<file path="src/rtl/output_port_controller.sv">
// Output-port arbiter/forwarder for one mesh NoC router direction.
// Picks one requesting input round-robin, holds its packet on the link until accepted, then pulses a grant back.
module output_port_controller #(
  parameter int unsigned dataWidth = 32,
  parameter int unsigned numPorts  = 5,
  parameter int unsigned cntWidth  = 16
) (
  input  logic                          clk,
  input  logic                          reset,
  input  logic [numPorts-1:0]           reqIn,
  input  logic [numPorts*dataWidth-1:0] packetIn,
  output logic [numPorts-1:0]           gntOut,
  output logic [dataWidth-1:0]          packetOut,
  output logic                          validOut,
  input  logic                          readyIn,
  output logic                          busy,
  output logic [cntWidth-1:0]           pktCount
);

  localparam int unsigned PtrW = 3;
  localparam int unsigned SumW = PtrW + 1;

  typedef enum logic [1:0] {
    IDLE  = 2'd0,
    SEND  = 2'd1,
    GRANT = 2'd2
  } state_e;

  state_e                state_q, state_d;
  logic [PtrW-1:0]       rr_ptr_q, rr_ptr_d;
  logic [PtrW-1:0]       winner_q, winner_d;
  logic [numPorts-1:0]   gnt_q, gnt_d;
  logic [dataWidth-1:0]  packet_q, packet_d;
  logic                  valid_q, valid_d;
  logic                  busy_q, busy_d;
  logic [cntWidth-1:0]   pkt_count_q, pkt_count_d;

  logic                  arb_found;
  logic [PtrW-1:0]       arb_idx;
  logic [SumW-1:0]       cand;

  // Round-robin search: first set request bit starting at rr_ptr_q, wrapping mod numPorts.
  always_comb begin
    arb_found = 1'b0;
    arb_idx   = '0;
    cand      = '0;
    for (int unsigned k = 0; k < numPorts; k++) begin
      cand = SumW'(rr_ptr_q) + SumW'(k);
      if (cand >= SumW'(numPorts)) begin
        cand = cand - SumW'(numPorts);
      end
      if (!arb_found && reqIn[cand[PtrW-1:0]]) begin
        arb_found = 1'b1;
        arb_idx   = cand[PtrW-1:0];
      end
    end
  end

  // Next-state and registered-output logic.
  always_comb begin
    state_d     = state_q;
    rr_ptr_d    = rr_ptr_q;
    winner_d    = winner_q;
    gnt_d       = gnt_q;
    packet_d    = packet_q;
    valid_d     = valid_q;
    pkt_count_d = pkt_count_q;

    unique case (state_q)
      IDLE: begin
        if (arb_found) begin
          winner_d = arb_idx;
          packet_d = packetIn[32'(arb_idx) * dataWidth +: dataWidth];
          valid_d  = 1'b1;
          state_d  = SEND;
        end
      end
      SEND: begin
        if (readyIn) begin
          valid_d          = 1'b0;
          gnt_d            = '0;
          gnt_d[winner_q]  = 1'b1;
          pkt_count_d      = pkt_count_q + cntWidth'(1);
          state_d          = GRANT;
        end
      end
      GRANT: begin
        gnt_d    = '0;
        rr_ptr_d = (winner_q == PtrW'(numPorts - 1)) ? '0 : winner_q + PtrW'(1);
        state_d  = IDLE;
      end
      default: begin
        gnt_d   = '0;
        valid_d = 1'b0;
        state_d = IDLE;
      end
    endcase

    busy_d = (state_d != IDLE);
  end

  // State register; reset aborts any transfer in flight without granting it.
  always_ff @(posedge clk) begin
    if (reset) begin
      state_q     <= IDLE;
      rr_ptr_q    <= '0;
      winner_q    <= '0;
      gnt_q       <= '0;
      packet_q    <= '0;
      valid_q     <= 1'b0;
      busy_q      <= 1'b0;
      pkt_count_q <= '0;
    end else begin
      state_q     <= state_d;
      rr_ptr_q    <= rr_ptr_d;
      winner_q    <= winner_d;
      gnt_q       <= gnt_d;
      packet_q    <= packet_d;
      valid_q     <= valid_d;
      busy_q      <= busy_d;
      pkt_count_q <= pkt_count_d;
    end
  end

  assign gntOut    = gnt_q;
  assign packetOut = packet_q;
  assign validOut  = valid_q;
  assign busy      = busy_q;
  assign pktCount  = pkt_count_q;

endmodule

</file>
<file path="config.mk">
export PLATFORM = sky130hd
export DESIGN_NAME = output_port_controller
export DESIGN_NICKNAME = d
export VERILOG_FILES = /design/src/rtl/output_port_controller.sv
export SDC_FILE = /design/constraint.sdc
export NUM_CORES = 1
export LEC_CHECK = 0
export ABC_AREA = 1
export BUFFER_PORTS_ARGS = -buffer_cell sky130_fd_sc_hd__buf_2
export CORE_MARGIN = 3
export CORE_UTILIZATION = 45
export DETAILED_ROUTE_END_ITERATION = 10
export PLACE_DENSITY = 0.75
export SLEW_MARGIN = 20
export SYNTH_ARGS = -nofsm -noshare
export SYNTH_HDL_FRONTEND = slang
export SYNTH_SLANG_ARGS = --single-unit
</file>
<file path="constraint.sdc">
create_clock -name clk -period 3.4 [get_ports clk]
set_input_delay 0.17 -clock clk [delete_from_list [all_inputs] [get_ports clk]]
set_output_delay 0.17 -clock clk [all_outputs]
set_load 0.005 [all_outputs]
</file>
==> flow_metrics.tcl, run 1 <==
set metrics [dict create \
    status "complete, no violations" \
    postPlaceCellArea_mm2 0.006864 \
    hold_buffers 0 \
    drt-total-wl_mm 19.16 \
    synth_top_area_share_pct 22.54 \
    synthArstFlopShare_pct 0 \
    tightest_slew_ps 656.4 \
    cts_tree "built" \
    hold_path.class "in -> reg" \
    crit_path_start "rr_ptr_q[0]" \
    cp_cell_sequence "inv_2, ha_1, inv_1, fa_1, inv_2, nand3_1, nand2_1, nand2_1, nand3_1, nand2_1, a21oi_2, nand3_2, nor2_2, nand2_1, nand2_4, nor2_2, nor2_4, buf_12, nand3_1, nand2_1, nand2_1, a21oi_1" \
    layout-drive-gt1-share_pct 28.35 \
    viasPerCell 5.206 \
    synth_top_area_cell "dfxtp_1" \
    antenna_violating_nets_post_route 0 \
    cp.required_ps 3650 \
    synth_commonest_cells "nand2_1 (245), inv_1 (183), nand3_1 (101), nand4_1 (74), dfxtp_1 (63)" \
    numPortBuffers 222 \
    wire_per_inst_um 14.53 \
    root_buffer "clkbuf_16" \
    fin_area_mm2 0.007316 \
    dr_total_vias 6867 \
    grt_max_degree 56 \
    cts_made_buffers 9 \
    htree_levels 3 \
    drv_cap 0 \
    synthToLayoutAreaGrowth_pct 30.75 \
    synthCells 938 \
    crit_arrival_ps 3460 \
    slew_headroom_pct 56.19 \
    fmax_ghz 0.3122 \
    timing_hold_violations_final 0 \
    yosysMostFrequentCell "nand2_1" \
    drtPass1Iterations 5 \
    synth-edff-count 0 \
    startpoint_type "flip-flop" \
    fp.dieW_um 117.5 \
    reg2reg_from "rr_ptr_q[0]" \
    slowest_stage "fa_1" \
    crit_fanout 32 \
    peakVddDrop_mv 0.2837 \
    num_rows 40 \
    die_height_um 117.5 \
    slew_violations 0 \
    grt_pass1_vias 6344 \
    postLayoutCoreUtil_pct 60.65 \
    dp_cells 1297 \
    grt_pass1_wl_mm 30.35 \
    synth_flop_cell "dfxtp_1" \
    power_leakage_nw 4.043 \
    overflow 0 \
    final-setup-viol-count 0 \
    period_share_pct 94.22 \
    worstSetupEndpointType "flip-flop" \
    syn_area_per_cell_um2 5.965 \
    hp-start "readyIn" \
    clk_latency_ps 320 \
    crit_type "reg -> reg" \
    final.min_clock_period_ps 3203 \
    cpPeakStageDelay_ps 400 \
    synth_nets 1118 \
    power_density_mw_per_mm2 526.9 \
    syn_area_mm2 0.005595 \
    synth_cell_type_count 36 \
    crit_path_frequent_cell "nand2_1" \
    dieArea_mm2 0.01381 \
    nets 1325 \
    clock_sinks 63 \
    drt_iter0_markers 476 \
    clockBufferDepth 2 \
    path_delay_family "simple AND/OR/NAND/NOR gates" \
    ios 223 \
    final_cells 1319 \
    ys_seq_elements 63 \
    fin_setup_tns_ps 0 \
    initial_core_util_pct 46.39 \
    place_congestion 0.9470 \
    antenna_found_initial 1 \
    dpl.hpwl_mm 14.15 \
    grt_usage_pct 26.23 \
    drc 0 \
    ys_top_cells_by_area "dfxtp_1 (23%), nand2_1 (16%), inv_1 (12%)" \
    yosys_warnings 0 \
    nFillCells 1205 \
    worst-path-buf-inv 4 \
    placeableCoreArea_mm2 0.01206 \
    clkTransAtPathRegs_ps 60 \
    finClkSkew_ps 6.357 \
    ys_seq_area_share_pct 22.54 \
]
-- repair_timing --
action | in CTS | in global routing
pin swaps | 1 | 3
buffers inserted | 0 | 2
endpoints found under the setup margin | 32 | 32
gates resized for setup | 1 | 12
gates cloned | 1 | 2
-- worst min-delay path, cell delays in order --
cell and delay (ps):
buf_2 100, o21ai_0 70, nand2_1 50, a21oi_1 50
-- logic make-up after synthesis --
group,share of synthesized area (%)
adders and majority gates,2.818
xor gates and xnor gates,0.9393
buffers and inverters,17.96
DFF,22.54
and+or+nand+nor,40.83
AOI/OAI and AO/OA,14.92
-- power by group --
group	internal, W	switching (W)
sequential	0.000879	0.0000928
clock	0.000651	0.000360
combinational	0.000737	0.00114
-- flip-flops by register name, indices dropped and copies added (netlist names) --
| register | cells |
|---|---|
| packetOut | 32 |
| pktCount | 16 |
| gntOut | 5 |
| rr_ptr_q | 3 |
| busy | 1 |
| winner_q | 3 |
| state_q | 2 |
| validOut | 1 |
-- metrics by stage --
stage | hold WS, ps | total power [W] | setup WS, ps
3_5_place_dp | 468.7 | 0.002754 | -97.81
6_report | 172.2 | 0.003855 | 196.7
3_3_place_gp | 461.2 | 0.002733 | 34.28
4_1_cts | 158.4 | 0.003789 | 19.69
2_1_floorplan | 373.2 | 0.002195 | 486.7
5_1_grt | 191.0 | 0.004123 | -7.042
-- cell type report --
type | count | area (µm²) | area share [%]
diodes | 1 | 2.502 | 0.03421
clock buffers | 9 | 225.2 | 3.079
clock inverters | 7 | 102.6 | 1.402
inverters | 187 | 701.9 | 9.595
multi-input cells | 636 | 3406 | 46.55
flip-flops and latches | 63 | 1265 | 17.29
well taps | 168 | 210.2 | 2.873
repair buffers | 248 | 1403 | 19.17
-- final timing paths --
path             endpoint  slack [ps]  cells past startpoint
min              validOut         170                      4
max          packetOut[1]         200                     22
min reg2reg      validOut         480                      2
max reg2reg  packetOut[1]         200                     22
-- routing by layer --
layer	GRT usage, %	wire, µm	share of wire [%]	vias up
li1	-	-	-	3442
met1	31.25	7810	41	3116
met2	46.13	9512	50	264
met3	5.959	1314	6.9	45
met4	9.670	523	2.7	0
met5	0	0	0	-
-- cell usage in the layout, fill, tap and decap left out, types with 2 or more instances in the layout --
| cell | n |
|---|---|
| a211oi_1 | 4 |
| nor2_4 | 3 |
| a22oi_1 | 3 |
| bufinv_16 | 2 |
| inv_2 | 6 |
| nand2_4 | 2 |
| a21oi_2 | 12 |
| o21ai_4 | 3 |
| nand2_2 | 11 |
| nor2_1 | 26 |
| o21ai_0 | 27 |
| nor2_2 | 2 |
| o21ai_2 | 5 |
| o21ai_1 | 7 |
| nor3_1 | 11 |
| nand2_1 | 243 |
| nand4_1 | 74 |
| inv_6 | 3 |
| nand3_2 | 12 |
| buf_4 | 18 |
| o21a_1 | 26 |
| inv_1 | 181 |
| buf_2 | 222 |
| ha_1 | 11 |
| a21oi_1 | 46 |
| dfxtp_1 | 62 |
| clkbuf_16 | 10 |
| nand3_1 | 98 |
| buf_12 | 6 |
No activity file was read; power rests on OpenSTA's default activity.
==> run 2, diff against run 1 <==
Settings changed: CTS_BUF_LIST from default to sky130_fd_sc_hd__clkbuf_4, SLEW_MARGIN 20 to default.
==> run 2 against run 1 <==
  * Critical path depth stayed put
  * Cell area is 1.6% lower
  * Register-to-register slack better by 20 ps
  * Clock power is 38% lower
  * Utilization is 0.98 points lower
  * Final cell count is 0.38% higher
  * Setup slack better by 16 ps
  * Combinational power hardly changed
  * Total power is 9.4% lower
  * Hold slack worse by 100 ps
  * Sequential power hardly changed
  * Critical path type unchanged
  * Largest power group unchanged
  * Highest routed layer unchanged
==> flow_metrics.tcl, run 2 (same netlist as run 1, synthesis figures left out) <==
set metrics [dict create \
    synthToLayoutAreaGrowth_pct 28.64 \
    place_congestion 0.9470 \
    cp.required_ps 3750 \
    hold_path.class "in -> reg" \
    met1_length_mm 7.921 \
    cts_tree "built" \
    fmax_ghz 0.3137 \
    clockBufferDepth 2 \
    dr_total_vias 6868 \
    crit_arrival_ps 3540 \
    layout-drive-gt1-share_pct 28.74 \
    cpPeakStageDelay_ps 400 \
    cts_made_buffers 9 \
    clock_sinks 63 \
    wl_met2_mm 9.314 \
    dieArea_mm2 0.01381 \
    slew_headroom_pct 55.96 \
    final_cell_mix "nand2_1 (242), buf_2 (222), inv_1 (181)" \
    wl_met3_mm 1.369 \
    clkTransAtPathRegs_ps 120 \
    overflow 0 \
    antenna_found_initial 1 \
    fp.dieW_um 117.5 \
    nets 1330 \
    slowest_stage "fa_1" \
    hold_buffers 0 \
    viasPerCell 5.187 \
    crit_path_frequent_cell "nand2_1" \
    num_rows 40 \
    largest_reg_flops 32 \
    wire_per_inst_um 14.54 \
    root_buffer "clkbuf_4" \
    antenna_violating_nets_post_route 0 \
    power_density_mw_per_mm2 485.2 \
    dpl.hpwl_mm 14.15 \
    drc 0 \
    htree_levels 3 \
    initial_core_util_pct 46.39 \
    crit_type "reg -> reg" \
    numPortBuffers 222 \
    grt_usage_pct 26.11 \
    finalPower_w 0.003493 \
    final_common_cell "nand2_1" \
    drt-total-wl_mm 19.25 \
    worstSetupEndpointType "flip-flop" \
    grt_pass1_vias 6336 \
    final-setup-viol-count 0 \
    grt_max_degree 56 \
    ios 223 \
    clk_latency_ps 410 \
    startpoint_type "flip-flop" \
    dp_cells 1297 \
    peakVddDrop_mv 0.2385 \
    crit_fanout 32 \
    die_height_um 117.5 \
    highest_layer "met4" \
    postLayoutCoreUtil_pct 59.68 \
    timing_hold_violations_final 0 \
    drv_cap 0 \
    finClkSkew_ps 10.92 \
    final_cells 1324 \
    grt_pass1_wl_mm 30.15 \
    period_share_pct 93.75 \
    drtPass1Iterations 5 \
    placeableCoreArea_mm2 0.01206 \
    fin_setup_tns_ps 0 \
    cp_cell_sequence "inv_2, ha_1, inv_1, fa_1, inv_2, nand3_1, nand2_1, nand2_1, nand3_1, nand2_1, a21oi_2, nand3_2, nor2_2, nand2_1, nand2_4, nor2_2, nor2_4, buf_12, nand3_1, nand2_1, nand2_1, a21oi_1" \
    power_leakage_nw 3.996 \
    tightest_slew_ps 659.9 \
    status "complete, no violations" \
    final.min_clock_period_ps 3187 \
    holdWs_ps 68.15 \
    slew_violations 0 \
    drt_iter0_markers 482 \
]
[run 2: cell count changes in the layout (fill, tap and decap cells not counted)]
| cell | before | now |
|---|---|---|
| nand2_1 | 243 | 242 |
| clkbuf_4 | 0 | 9 |
| clkbuf_16 | 10 | 1 |
| buf_4 | 18 | 23 |
| nand2_2 | 11 | 12 |
[run 2: routing by layer]
layer  vias up  track usage (%)
li1       3451                -
met1      3085            31.14
met4         0            10.70
met5         -                0
met3        51            5.911
met2       281            45.38
[run 2: final timing paths]
check | startpoint | to | slack (ps) | cells past startpoint
min reg2reg | validOut | validOut | 490 | 2
min | readyIn | validOut | 70 | 4
max | rr_ptr_q[0] | packetOut[1] | 210 | 22
max reg2reg | rr_ptr_q[0] | packetOut[1] | 210 | 22
[run 2: worst max-delay path, delay by kind of cell, from the launching register on]
kind | cells | cell delay (ps)
and+or+nand+nor | 14 | 1490
adders and majority gates | 2 | 550
buffers and inverters | 4 | 450
DFF | 1 | 340
AOI/OAI and AO/OA | 2 | 280
[run 2: report_power, final]
group | internal (W) | total (W) | switching (W)
registers | 0.000877 | 0.000969 | 0.0000917
logic | 0.000753 | 0.00190 | 0.00115
clock network | 0.000307 | 0.000625 | 0.000318
total | 0.00194 | 0.00349 | 0.00156
[run 2: what timing repair did]
| action | CTS | global route |
|---|---|---|
| gates resized for setup | 1 | 13 |
| cloned | 1 | 2 |
| setup endpoints to repair | 32 | 32 |
| pin swaps | 1 | 2 |
| endpoints found under the hold margin | 0 | 0 |
| buffers inserted | 0 | 7 |
[run 2: per-stage QoR]
step                setup WS, ps  cell area, µm²
global placement           34.28            6864
CTS                        8.117            7051
floorplan                  486.7            5595
detailed placement        -97.81            6864
finish                     212.6            7198
global route              -13.68            7198
[run 2: final cells by class]
class / count / area, µm²
clock inverter: 7 / 102.6
clock buffer: 9 / 67.56
antenna: 1 / 2.502
sequential: 63 / 1265
fill: 1217 / 4863
tap: 168 / 210.2
timing repair buffer: 253 / 1440
inverter: 187 / 701.9
multi-input combinational: 636 / 3408
